<file path="config.mk">
export PLATFORM = sky130hd
export DESIGN_NAME = trigger_matcher
export DESIGN_NICKNAME = d
export VERILOG_FILES = /design/src/rtl/trigger_matcher.sv
export SDC_FILE = /design/constraint.sdc
export NUM_CORES = 1
export LEC_CHECK = 0
export CAP_MARGIN = 20
export CORE_AREA = 2 2 180 182
export CTS_BUF_LIST = sky130_fd_sc_hd__clkbuf_16
export DETAILED_ROUTE_END_ITERATION = 8
export DIE_AREA = 0 0 182 184
export GPL_ROUTABILITY_DRIVEN = 0
export PLACE_DENSITY = 0.78
export SYNTH_ARGS = -nofsm -noshare
export SYNTH_HDL_FRONTEND = slang
export SYNTH_SLANG_ARGS = --single-unit
</file>
<file path="constraint.sdc">
create_clock -name in_clk -period 4.38 [get_ports in_clk]
set_input_delay 0.876 -clock in_clk [delete_from_list [all_inputs] [get_ports in_clk]]
set_output_delay 0.876 -clock in_clk [all_outputs]
set_load 0.02 [all_outputs]
</file>
<file path="src/rtl/trigger_matcher.sv">
// trigger_matcher
//
// Compares each valid 64-channel logic sample against five trigger masks and
// reports when the capture trigger condition is met. Arm starts a sequence:
// an optional holdoff of ignored samples, then a search for a run of
// consecutive matching samples. Abort returns to idle at any time.
//
// Ports:
//   in_clk, in_rst_n        clock, asynchronous active-low reset
//   in_sample_valid         qualifies in_sample for one cycle
//   in_sample               sampled channel levels
//   in_mask_0..in_mask_4    care / level-high / level-low / rising / falling
//   in_arm, in_abort        single-cycle control requests (abort wins)
//   in_holdoff              valid samples ignored after arm
//   in_match_len            consecutive matches required (0 acts as 1)
//   out_state               0 IDLE, 1 HOLDOFF, 2 SEARCH, 3 DONE
//   out_armed               high in HOLDOFF or SEARCH
//   out_triggered           high in DONE
//   out_trig_pulse          one-cycle pulse when the trigger fires
//   out_trig_index          index of the completing sample (0 = first after arm)
module trigger_matcher #(
    parameter int WIDTH = 64,
    parameter int CNT_W = 16
) (
    input  logic             in_clk,
    input  logic             in_rst_n,
    input  logic             in_sample_valid,
    input  logic [WIDTH-1:0] in_sample,
    input  logic [WIDTH-1:0] in_mask_0,
    input  logic [WIDTH-1:0] in_mask_1,
    input  logic [WIDTH-1:0] in_mask_2,
    input  logic [WIDTH-1:0] in_mask_3,
    input  logic [WIDTH-1:0] in_mask_4,
    input  logic             in_arm,
    input  logic             in_abort,
    input  logic [CNT_W-1:0] in_holdoff,
    input  logic [CNT_W-1:0] in_match_len,
    output logic [1:0]       out_state,
    output logic             out_armed,
    output logic             out_triggered,
    output logic             out_trig_pulse,
    output logic [31:0]      out_trig_index
);

    typedef enum logic [1:0] {
        ST_IDLE    = 2'd0,
        ST_HOLDOFF = 2'd1,
        ST_SEARCH  = 2'd2,
        ST_DONE    = 2'd3
    } state_t;

    // Sample index saturates instead of wrapping.
    function automatic logic [31:0] idx_inc(input logic [31:0] v);
        return (v == 32'hFFFF_FFFF) ? v : v + 32'd1;
    endfunction

    // A zero match length is treated as a single-sample match.
    function automatic logic [CNT_W-1:0] len_clamp(input logic [CNT_W-1:0] l);
        return (l == '0) ? CNT_W'(1) : l;
    endfunction

    state_t           state, state_nx;
    logic [WIDTH-1:0] prev;
    logic             prev_ok;
    logic [CNT_W-1:0] hold_r, len_r;
    logic [CNT_W-1:0] hold_cnt, hold_cnt_nx;
    logic [CNT_W-1:0] run_cnt, run_cnt_nx;
    logic [31:0]      idx, idx_nx;
    logic [CNT_W:0]   hold_inc, run_inc;
    logic             fire, restart;

    logic [WIDTH-1:0] rise, fall, bit_ok;
    logic             sample_match;

    // Edge conditions need a real previous sample; before the first valid
    // sample after reset they can never be satisfied.
    assign rise   = {WIDTH{prev_ok}} & ~prev & in_sample;
    assign fall   = {WIDTH{prev_ok}} & prev & ~in_sample;
    assign bit_ok = ~in_mask_0 | ((~in_mask_1 | in_sample) &
                                  (~in_mask_2 | ~in_sample) &
                                  (~in_mask_3 | rise) &
                                  (~in_mask_4 | fall));
    assign sample_match = &bit_ok;

    always_comb begin
        state_nx    = state;
        hold_cnt_nx = hold_cnt;
        run_cnt_nx  = run_cnt;
        idx_nx      = idx;
        fire        = 1'b0;
        restart     = 1'b0;
        hold_inc    = {1'b0, hold_cnt} + 1'b1;
        run_inc     = {1'b0, run_cnt} + 1'b1;

        if (in_abort) begin
            state_nx = ST_IDLE;
        end else if (in_arm) begin
            // Any arm, from any state, restarts the whole sequence.
            restart     = 1'b1;
            hold_cnt_nx = '0;
            run_cnt_nx  = '0;
            idx_nx      = '0;
            state_nx    = (in_holdoff != '0) ? ST_HOLDOFF : ST_SEARCH;
        end else if (in_sample_valid) begin
            case (state)
                ST_HOLDOFF: begin
                    hold_cnt_nx = hold_inc[CNT_W-1:0];
                    idx_nx      = idx_inc(idx);
                    if (hold_inc == {1'b0, hold_r})
                        state_nx = ST_SEARCH;
                end
                ST_SEARCH: begin
                    idx_nx = idx_inc(idx);
                    if (sample_match) begin
                        if (run_inc >= {1'b0, len_r}) begin
                            run_cnt_nx = len_r;
                            fire       = 1'b1;
                            state_nx   = ST_DONE;
                        end else begin
                            run_cnt_nx = run_inc[CNT_W-1:0];
                        end
                    end else begin
                        run_cnt_nx = '0;
                    end
                end
                default: ;
            endcase
        end
    end

    always_ff @(posedge in_clk or negedge in_rst_n) begin
        if (!in_rst_n) begin
            state          <= ST_IDLE;
            prev           <= '0;
            prev_ok        <= 1'b0;
            hold_r         <= '0;
            len_r          <= '0;
            hold_cnt       <= '0;
            run_cnt        <= '0;
            idx            <= '0;
            out_armed      <= 1'b0;
            out_triggered  <= 1'b0;
            out_trig_pulse <= 1'b0;
            out_trig_index <= '0;
        end else begin
            state    <= state_nx;
            hold_cnt <= hold_cnt_nx;
            run_cnt  <= run_cnt_nx;
            idx      <= idx_nx;
            // The previous-sample history tracks every valid sample,
            // including one presented alongside arm.
            if (in_sample_valid) begin
                prev    <= in_sample;
                prev_ok <= 1'b1;
            end
            if (restart) begin
                hold_r <= in_holdoff;
                len_r  <= len_clamp(in_match_len);
            end
            out_trig_pulse <= fire;
            if (restart)
                out_trig_index <= '0;
            else if (fire)
                out_trig_index <= idx;
            out_armed     <= (state_nx == ST_HOLDOFF) || (state_nx == ST_SEARCH);
            out_triggered <= (state_nx == ST_DONE);
        end
    end

    assign out_state = state;

endmodule

</file>
==> results.py <==
metrics = {
    "die": {
        "core-area_um2": 31400,
        "rows": 65,
        "die-height_um": 184,
        "die_width_um": 182,
        "ios": 458,
        "start_util_pct": 40.7,
        "die_area_um2": 33500,
    },
    "critical_path": {
        "reg2reg_to": "out_trig_index[12]",
        "worstSetupEndpointType": "register",
        "r2r_slack_ns": 0.41,
        "path_max_fanout": 32,
        "cp.required_ns": 4.70,
        "cp.arrival_ns": 4.29,
        "worstSetupPathType": "register to register",
        "r2r-start": "run_cnt[0]",
        "critPathLaunchType": "register",
        "reg2reg_depth": 15,
    },
    "grt": {
        "grt_pass1_vias": 13600,
        "grt_overflow": 0,
        "grt_pass1_wl_um": 77900,
        "grt_use_total_pct": 30.7,
        "antenna_found_initial": 13,
        "grt_max_degree": 98,
    },
    "cts": {
        "cts_resized": 0,
        "numClockSinks": 198,
        "cts_tree": "built",
        "cts-hold-fix-buffers": 0,
        "clockRootBuffer": "clkbuf_16",
        "clk_pin_slew_ns": 0.08,
        "insertion_delay_ns": 0.45,
        "post-cts-setup-buffers": 0,
        "numCtsBuffers": 17,
        "cts_buffer_depth": 2,
        "htree_levels": 4,
    },
    "logic_synthesis": {
        "synth_cell_types": 60,
        "synth-edff-count": 0,
        "synth_area_leaders": "dfrtp_1, mux2_2, nand2_1",
        "syn-mean-instance-area_um2": 8.79,
        "ys_ff_latch": 198,
        "yosys.area.top_type": "dfrtp_1",
        "synth_area_um2": 12800,
        "synthArstFlopShare_pct": 100,
        "ys_seq_area_share_pct": 38.8,
        "syn_nets": 1896,
        "yosysMostFrequentCell": "dfrtp_1",
        "netlist_top_cells_count": "dfrtp_1, nand2_1, nand2b_1",
        "syn-instance-count": 1452,
        "ys_warn_count": 0,
        "synth_top_cell_area_share_pct": 38.8,
        "synth_flop_cell": "dfrtp_1",
    },
    "timing": {
        "setup-violations-final": 0,
        "rsz0062_at_grt": "no",
        "fin_crit_ns": 3.97,
        "slew_headroom_pct": 35.5,
        "hold_ws_ns": 0.505,
        "worst_pin_slew_ns": 0.968,
        "drv_slew": 0,
        "min_period_over_period_pct": 90.7,
        "setup_tns_ns": 0,
        "fmax_mhz": 252,
        "finClkSkew_ns": 0.0247,
        "setup_slack_ns": 0.405,
        "hold_viol": 0,
    },
    "drt": {
        "postRouteAntennaNets": 0,
        "wire_per_inst_um": 22.3,
        "vias_per_cell": 5.80,
        "dr_total_vias": 13500,
        "drc": 0,
        "wl_um": 51700,
        "first_iter_violations": 1164,
        "drtPass1Iterations": 5,
    },
    "hold_path": {
        "hp-start": "hold_r[13]",
        "hold-path-endpoint": "hold_r[13]",
        "hp-class": "register to register",
        "whs_path_depth": 2,
    },
    "finish": {
        "fin_cells": 2321,
        "layout-drive-gt1-share_pct": 6.86,
        "design_area_um2": 18400,
        "syn_to_final_growth_pct": 44.4,
        "nets": 2341,
    },
    "pwr": {
        "p_leak_nw": 7.73,
        "power_density_nw_per_um2": 254,
        "ir_drop_mv": 0.264,
    },
    "placement": {
        "place_hpwl_um": 42100,
        "dp_cells": 2280,
        "place_area_um2": 17800,
        "pre_cts_slack_ns": 0.0880,
        "io_buffer_count": 457,
    },
    "job": {
        "cap_violations": 0,
    },
    "run_status": {
        "status": "finished, final reports clean",
    },
}
sequential cells by signal, summed over array words and instances (netlist names):
| name | count |
|---|---|
| out_trig_index | 32 |
| prev_ok | 1 |
| hold_r | 16 |
| out_armed | 1 |
| out_triggered | 1 |
| prev | 64 |
| len_r | 16 |
| hold_cnt | 16 |
| out_state | 2 |
| idx | 32 |
| out_trig_pulse | 1 |
| run_cnt | 16 |
per-layer routing:
layer  wire length [um]  share of wire [%]  track usage, %  vias up
li1                   -                  -               -     6184
met1              20700                 40            37.2     6465
met2              23800                 46            50.9      671
met3               4620                8.9            8.14      139
met4               2560                5.0            14.5        6
met5                 40              0.077               0        -
worst max-delay path, cell delays in order (launching register included):
cell and delay, ns:
dfrtp_1 0.42, ha_1 0.25, nand4_1 0.19, nor2_1 0.31, nand2_1 0.11, xnor2_1 0.16
ha_1 0.31, and3_1 0.16, nand3_1 0.11, nor3_1 0.28, nand2_1 0.09, nor2_1 0.20
a311oi_4 0.11, or4_2 0.75, buf_12 0.23, mux2i_1 0.15
logic make-up after synthesis:
group	count (synthesis)	synth area share (%)
muxes	112	9.40
and+or+nand+nor	615	25.2
adders and majority gates	23	2.25
buffers and inverters	128	4.23
AOI/OAI and AO/OA	306	15.3
xor gates and xnor gates	70	4.80
DFF	198	38.8
cells in the final DEF, fill, tap and decap left out, drive strengths merged, types with 42 or more instances in the layout:
cell	instances
clkdlybuf4s50	455
dfrtp	198
nand2	177
nand2b	100
inv	79
nand3	75
nor2	71
o21ai	67
mux2	63
o31ai	63
xnor2	52
a21oi	52
mux2i	49
o22ai	49
nor4	42
worst max path at each step:
stage,slack (ns),from,to,cells past startpoint
floorplan,0.81,run_cnt[0],run_cnt[10],16
global placement,0.12,in_sample[15],out_trig_index[26],9
detailed placement,0.09,in_sample[15],out_trig_index[12],9
CTS,0.40,run_cnt[0],out_trig_index[24],15
global route,0.17,run_cnt[0],out_trig_index[19],15
finish,0.41,run_cnt[0],out_trig_index[12],15
report_power, final:
| group | switching (mW) | total [mW] | leakage, nW | internal, mW |
|---|---|---|---|---|
| Sequential | 0.0799 | 2.01 | 2.56 | 1.93 |
| Clock | 0.798 | 1.61 | 0.290 | 0.810 |
| Combinational | 0.467 | 1.06 | 4.88 | 0.591 |
| Total | 1.34 | 4.68 | 7.73 | 3.33 |
through the flow:
| step | utilization [%] | power (mW) |
|---|---|---|
| global route | 58.7 | 4.87 |
| floorplan | - | 2.44 |
| finish | 58.7 | 4.68 |
| global placement | 56.8 | 3.06 |
| detailed placement | 56.8 | 3.08 |
| CTS | 58.7 | 4.70 |
cell type report:
cell class | count | area, um2
Antenna cell | 9 | 22.5
Inverter | 75 | 282
Clock inverter | 15 | 166
Timing Repair Buffer | 479 | 4780
Clock buffer | 17 | 425
Multi-Input combinational cell | 1126 | 7300
Fill cell | 2713 | 13000
Tap cell | 402 | 503
Sequential cell | 198 | 4960
Power figures use the tool's default switching activity.
